### src/rtl/seq_multiplier_if.sv
// Handshake and operand bundle for seq_multiplier.
// master: the requester that drives Run and the operands.
// slave:  the multiplier itself.
interface seq_multiplier_if #(
    parameter int unsigned WIDTH = 32
);
    logic                 Run;
    logic                 Signed;
    logic [WIDTH-1:0]     Multiplicand;
    logic [WIDTH-1:0]     Multiplier;
    logic [2*WIDTH-1:0]   Product;
    logic                 Busy;
    logic                 Ready;

    modport master (
        output Run, Signed, Multiplicand, Multiplier,
        input  Product, Busy, Ready
    );

    modport slave (
        input  Run, Signed, Multiplicand, Multiplier,
        output Product, Busy, Ready
    );
endinterface

### src/rtl/seq_multiplier.sv
// Iterative shift-add multiplier, one iteration per clock, WIDTH clocks
// from the load edge to Ready. The product register doubles as the
// multiplier shift register.
// Optional feature macro: MUL_SIGNED_EN compiles in radix-2 Booth
// (two's-complement) mode selected by Signed; without it every operation
// is unsigned and Signed is ignored.
module seq_multiplier #(
    parameter int unsigned WIDTH = 32
) (
    input  logic               clk,
    input  logic               Reset,
    seq_multiplier_if.slave    bus
);
    localparam int unsigned CW = $clog2(WIDTH + 1);

    typedef enum logic [1:0] {
        IDLE,
        CALC,
        DONE
    } state_t;

    state_t               state;
    logic [WIDTH-1:0]     mcand;
    logic [CW-1:0]        count;
    logic [WIDTH:0]       acc;
    logic [WIDTH:0]       sum;
    logic [2*WIDTH-1:0]   next_product;

`ifdef MUL_SIGNED_EN
    logic                 mode;
    logic                 qm1;
`else
    logic                 unused_signed;
    assign unused_signed = bus.Signed;
`endif

    // One iteration: conditional add/subtract on the WIDTH+1-bit accumulator,
    // then shift {acc, low half} right by one. The extension bit is never
    // stored: it is 0 (unsigned) or the sign of the high half (signed), and
    // after the shift it lands back inside the product register.
    always_comb begin
        acc = {1'b0, bus.Product[2*WIDTH-1:WIDTH]};
        sum = acc;
`ifdef MUL_SIGNED_EN
        if (mode) begin
            acc = {bus.Product[2*WIDTH-1], bus.Product[2*WIDTH-1:WIDTH]};
            case ({bus.Product[0], qm1})
                2'b01:   sum = acc + {mcand[WIDTH-1], mcand};
                2'b10:   sum = acc - {mcand[WIDTH-1], mcand};
                default: sum = acc;
            endcase
        end else if (bus.Product[0]) begin
            sum = acc + {1'b0, mcand};
        end
`else
        if (bus.Product[0]) begin
            sum = acc + {1'b0, mcand};
        end
`endif
        next_product = {sum, bus.Product[WIDTH-1:1]};
    end

    // Control FSM and product register; Busy/Ready decoded from next state.
    always_ff @(posedge clk) begin
        if (Reset) begin
            state       <= IDLE;
            mcand       <= '0;
            count       <= '0;
            bus.Product <= '0;
            bus.Busy    <= 1'b0;
            bus.Ready   <= 1'b0;
`ifdef MUL_SIGNED_EN
            mode        <= 1'b0;
            qm1         <= 1'b0;
`endif
        end else begin
            case (state)
                IDLE: begin
                    if (bus.Run) begin
                        mcand       <= bus.Multiplicand;
                        bus.Product <= {{WIDTH{1'b0}}, bus.Multiplier};
                        count       <= '0;
                        state       <= CALC;
                        bus.Busy    <= 1'b1;
                        bus.Ready   <= 1'b0;
`ifdef MUL_SIGNED_EN
                        mode        <= bus.Signed;
                        qm1         <= 1'b0;
`endif
                    end
                end
                CALC: begin
                    bus.Product <= next_product;
                    count       <= count + 1'b1;
`ifdef MUL_SIGNED_EN
                    qm1         <= bus.Product[0];
`endif
                    if (count == CW'(WIDTH - 1)) begin
                        state     <= DONE;
                        bus.Busy  <= 1'b0;
                        bus.Ready <= 1'b1;
                    end
                end
                DONE: begin
                    if (!bus.Run) begin
                        state     <= IDLE;
                        bus.Ready <= 1'b0;
                    end
                end
                default: begin
                    state     <= IDLE;
                    bus.Busy  <= 1'b0;
                    bus.Ready <= 1'b0;
                end
            endcase
        end
    end
endmodule

### src/flat_wrapper.sv
// flat-port wrapper written by rule: the top's interface ports become plain ports
module seq_multiplier_flat 
#(
    parameter int unsigned WIDTH = 32
)
  (clk, Reset, bus_Run, bus_Signed, bus_Multiplicand, bus_Multiplier, bus_Product, bus_Busy, bus_Ready);
  seq_multiplier_if #(.WIDTH(WIDTH)) bus_i ();
  input  logic clk;
  input  logic Reset;
  input wire logic [$bits(bus_i.Run)-1:0] bus_Run;
  input wire logic [$bits(bus_i.Signed)-1:0] bus_Signed;
  input wire logic [$bits(bus_i.Multiplicand)-1:0] bus_Multiplicand;
  input wire logic [$bits(bus_i.Multiplier)-1:0] bus_Multiplier;
  output wire logic [$bits(bus_i.Product)-1:0] bus_Product;
  output wire logic [$bits(bus_i.Busy)-1:0] bus_Busy;
  output wire logic [$bits(bus_i.Ready)-1:0] bus_Ready;
  assign bus_i.Run = bus_Run;
  assign bus_i.Signed = bus_Signed;
  assign bus_i.Multiplicand = bus_Multiplicand;
  assign bus_i.Multiplier = bus_Multiplier;
  assign bus_Product = bus_i.Product;
  assign bus_Busy = bus_i.Busy;
  assign bus_Ready = bus_i.Ready;
  seq_multiplier #(.WIDTH(WIDTH)) u_core (.clk(clk), .Reset(Reset), .bus(bus_i));
endmodule
### config.mk
export PLATFORM = sky130hd
export DESIGN_NAME = seq_multiplier_flat
export DESIGN_NICKNAME = d
export VERILOG_FILES = /design/src/rtl/seq_multiplier_if.sv /design/src/rtl/seq_multiplier.sv /design/src/flat_wrapper.sv
export SDC_FILE = /design/constraint.sdc
export NUM_CORES = 1
export LEC_CHECK = 0
export CAP_MARGIN = 20
export CORE_MARGIN = 4
export CORE_UTILIZATION = 51
export DETAILED_ROUTE_END_ITERATION = 10
export HOLD_SLACK_MARGIN = 0.02
export PLACE_DENSITY_LB_ADDON = 0.3
export SLEW_MARGIN = 20
export SYNTH_ARGS = -nofsm -noshare
export SYNTH_HDL_FRONTEND = slang
export SYNTH_SLANG_ARGS = --single-unit
### constraint.sdc
create_clock -name clk -period 3.2 [get_ports clk]
set_clock_uncertainty 0.05 [all_clocks]
set_input_delay 0.8 -clock clk [delete_from_list [all_inputs] [get_ports clk]]
set_output_delay 0.8 -clock clk [all_outputs]
set_load 0.03 [all_outputs]
==> results by group <==
Route
  • Initial drt markers: 362
  • Via count: 6145
  • WL final: 16.80 mm
  • WL/cell: 16.23 µm
  • DR DRC count: 0
  • Routed Antenna Nets: 0
  • Vias per cell: 5.937
  • First drt pass iteration count: 5

Die
  • Area of the die: 0.01362 mm²
  • Die height: 116.7 µm
  • Ports: 134
  • Initial Util: 52.55%
  • Site row count: 39
  • Core footprint: 0.01147 mm²
  • Die W: 116.7 µm

CTS
  • Clock Tree Root: clkbuf_16
  • H-tree depth: 3
  • Worst-path clk slew: 0.08 ns
  • Worst skew pair latency: 0.37 ns
  • Post-CTS Hold Buffers: 0
  • Clock sink total: 105
  • Clk buf depth: 2
  • Postcts setup bufs: 0
  • TritonCTS Buffers: 9
  • CTS tree: yes
  • Post-cts resize count: 0

Synthesis
  • Fraction of registers with async set/reset: 0%
  • Largest area contributor in the netlist: dfxtp_1
  • Leading post-synthesis cells by cell area: dfxtp_1, nor2_1, ha_1
  • Number of synthesized flops with an enable pin: 0
  • Syn_nets: 887
  • Distinct cell type count after synthesis: 67
  • Synth Cell Area: 0.006026 mm²
  • Synth Register Bits: 105
  • Register area share after synthesis: 34.88%
  • Prevailing post-synth register cell: dfxtp_1
  • Synth top area share: 34.88%
  • Syn Area/Cell: 7.676 µm²
  • Synth Instances: 785
  • Ys Warns: 0

Timing
  • Final period util: 85.45%
  • Hold Slack: 0.4134 ns
  • Worst-Margin Slew: 0.6968 ns
  • Fin. Hold Viols: 0
  • Finish-stage setup viols: 0
  • Slew Limit Fails: 0
  • Fin crit period: 2.735 ns
  • Max_slew headroom: 53.38%
  • Unrepaired setup endpoints after global routing: no
  • Max frequency: 365.7 MHz
  • Sum of negative setup slack: 0 ns

Power and ir drop
  • Clock share of power: 35.8%
  • Int Pwr: 2.298 mW
  • Switching share of power: 29.68%
  • Switch Pwr: 970.2 µW
  • Pleak: 3.048 nW
  • Total power: 3.269 mW
  • Part of the power in registers: 44.1%
  • Power per standard cell area: 422.7 mW/mm²
  • Gate power share: 20.1%
  • Max rail drop VDD: 380.1 µV

Layout
  • Most common cell after layout, fill and taps aside: nor2_1
  • Final core utilization: 67.43%
  • Most frequent cells in the layout: nor2_1, clkdlybuf4s50_1, dfxtp_1
  • Fraction of layout cells with a size suffix above 1: 6.614%
  • N_diodes: 0
  • Nets: 989
  • Layout area overhead: 28.32%

Place
  • Placer Congestion: 0.9300
  • Post-DP HPWL: 12.13 mm
  • Port buffer count: 132

Worst setup path
  • Crit Path Max Fanout: 4
  • Crit. End Element: flip-flop
  • Critical path class: reg2reg
  • CP Data Required Time: 3.39 ns
  • CP Launch Type: flip-flop
  • Arr. time, crit path: 2.93 ns

GRT
  • Number of global-route vias before repair: 5998
  • First-pass GRT wire length: 27.59 mm
  • GRT overflow: 0
  • GRT Total Usage: 24.98%
  • Largest net degree at the start of global routing: 67
  • Initial antenna violation count: 0

Job
  • # Max-Cap Violations: 0

Min path
  • Tightest Hold Check Type: reg2reg

Outcome
  • Status: complete, no violations
[cell type report]
| class | instances | area, µm² |
|---|---|---|
| clock buffer | 10 | 239.0 |
| clock inverter | 6 | 70.07 |
| fill | 953 | 3735 |
| inverter | 7 | 26.28 |
| multi-input combinational | 620 | 3695 |
| sequential | 105 | 2102 |
| tap | 143 | 178.9 |
| timing repair buffer | 144 | 1421 |
[logic make-up after synthesis]
kind of cell    after synthesis  synth area share [%]
fa+ha+maj                    34                 7.184
xor+xnor                     18                 2.616
compound gates              213                 23.61
flops                       105                 34.88
simple gates                347                 26.37
buf+inv                      60                 3.925
mux                           8                 1.412
[final timing paths]
check | slack [ns] | start | cells past startpoint | endpoint
worst max-delay path | 0.47 | u_core.bus.Product[32]$_SDFFE_PP0P_ | 9 | u_core.bus.Product[63]$_SDFFE_PP0P_
worst min-delay path | 0.41 | u_core.mcand[24]$_SDFFE_PP0P_ | 2 | u_core.mcand[24]$_SDFFE_PP0P_
worst max register to register | 0.47 | u_core.bus.Product[32]$_SDFFE_PP0P_ | 9 | u_core.bus.Product[63]$_SDFFE_PP0P_
worst min register to register | 0.41 | u_core.mcand[24]$_SDFFE_PP0P_ | 2 | u_core.mcand[24]$_SDFFE_PP0P_
[sequential cells by signal (all words and copies together) (netlist names)]
name / cells
u_core.state: 1
u_core.mcand: 32
u_core.bus.Ready: 1
u_core.bus.Product: 64
u_core.count: 6
u_core.bus.Busy: 1
[layer usage]
layer  GRT usage (%)  share of wire [%]  vias to the layer above
met1           28.62                 40                     2873
met4           8.639                2.5                        0
met3           8.653                8.6                       30
met2           43.27                 49                      214
li1                -                  -                     3028
met5               0                  0                        -
[power groups by stage]
| stage | clock [mW] | combinational [mW] | sequential [mW] |
|---|---|---|---|
| detailed placement | 0 | 0.653 | 1.47 |
| CTS | 1.19 | 0.657 | 1.44 |
| global route | 1.24 | 0.716 | 1.45 |
| global placement | 0 | 0.637 | 1.47 |
| floorplan | 0 | 0.300 | 1.55 |
| finish | 1.17 | 0.656 | 1.44 |
[stage by stage]
step           setup slack [ns]  cell area [µm²]  std cells
2_1_floorplan            0.6874             6026        785
6_report                 0.4655             7732       1035
5_1_grt                  0.2926             7732       1035
3_5_place_dp             0.4909             7423       1019
4_1_cts                  0.4685             7732       1035
3_3_place_gp             0.5348             7423       1019
[cells in the mapped netlist (7+ instances only)]
| cell | n |
|---|---|
| nor2_1 | 144 |
| dfxtp_1 | 105 |
| nand2_1 | 100 |
| a21oi_1 | 76 |
| clkbuf_1 | 39 |
| ha_1 | 33 |
| nor4_1 | 31 |
| a22oi_1 | 23 |
| o21ai_0 | 20 |
| nand3_1 | 15 |
| a21o_1 | 12 |
| nand4_1 | 11 |
| o21a_1 | 11 |
| o22ai_1 | 11 |
| o211ai_1 | 10 |
| xor2_1 | 10 |
| xnor2_1 | 8 |
| buf_1 | 7 |
| inv_1 | 7 |
| nor3_1 | 7 |
| o21bai_1 | 7 |
[critical path, cell delays in order, from the launching register on]
cell and delay [ns]:
dfxtp_1 0.34, ha_1 0.26, fa_1 0.41, a21oi_1 0.27
o211ai_1 0.24, a211oi_1 0.31, o21ai_2 0.14, o211ai_1 0.31
a31o_2 0.22, a211oi_2 0.05
No activity file was read; power rests on OpenSTA's default activity.
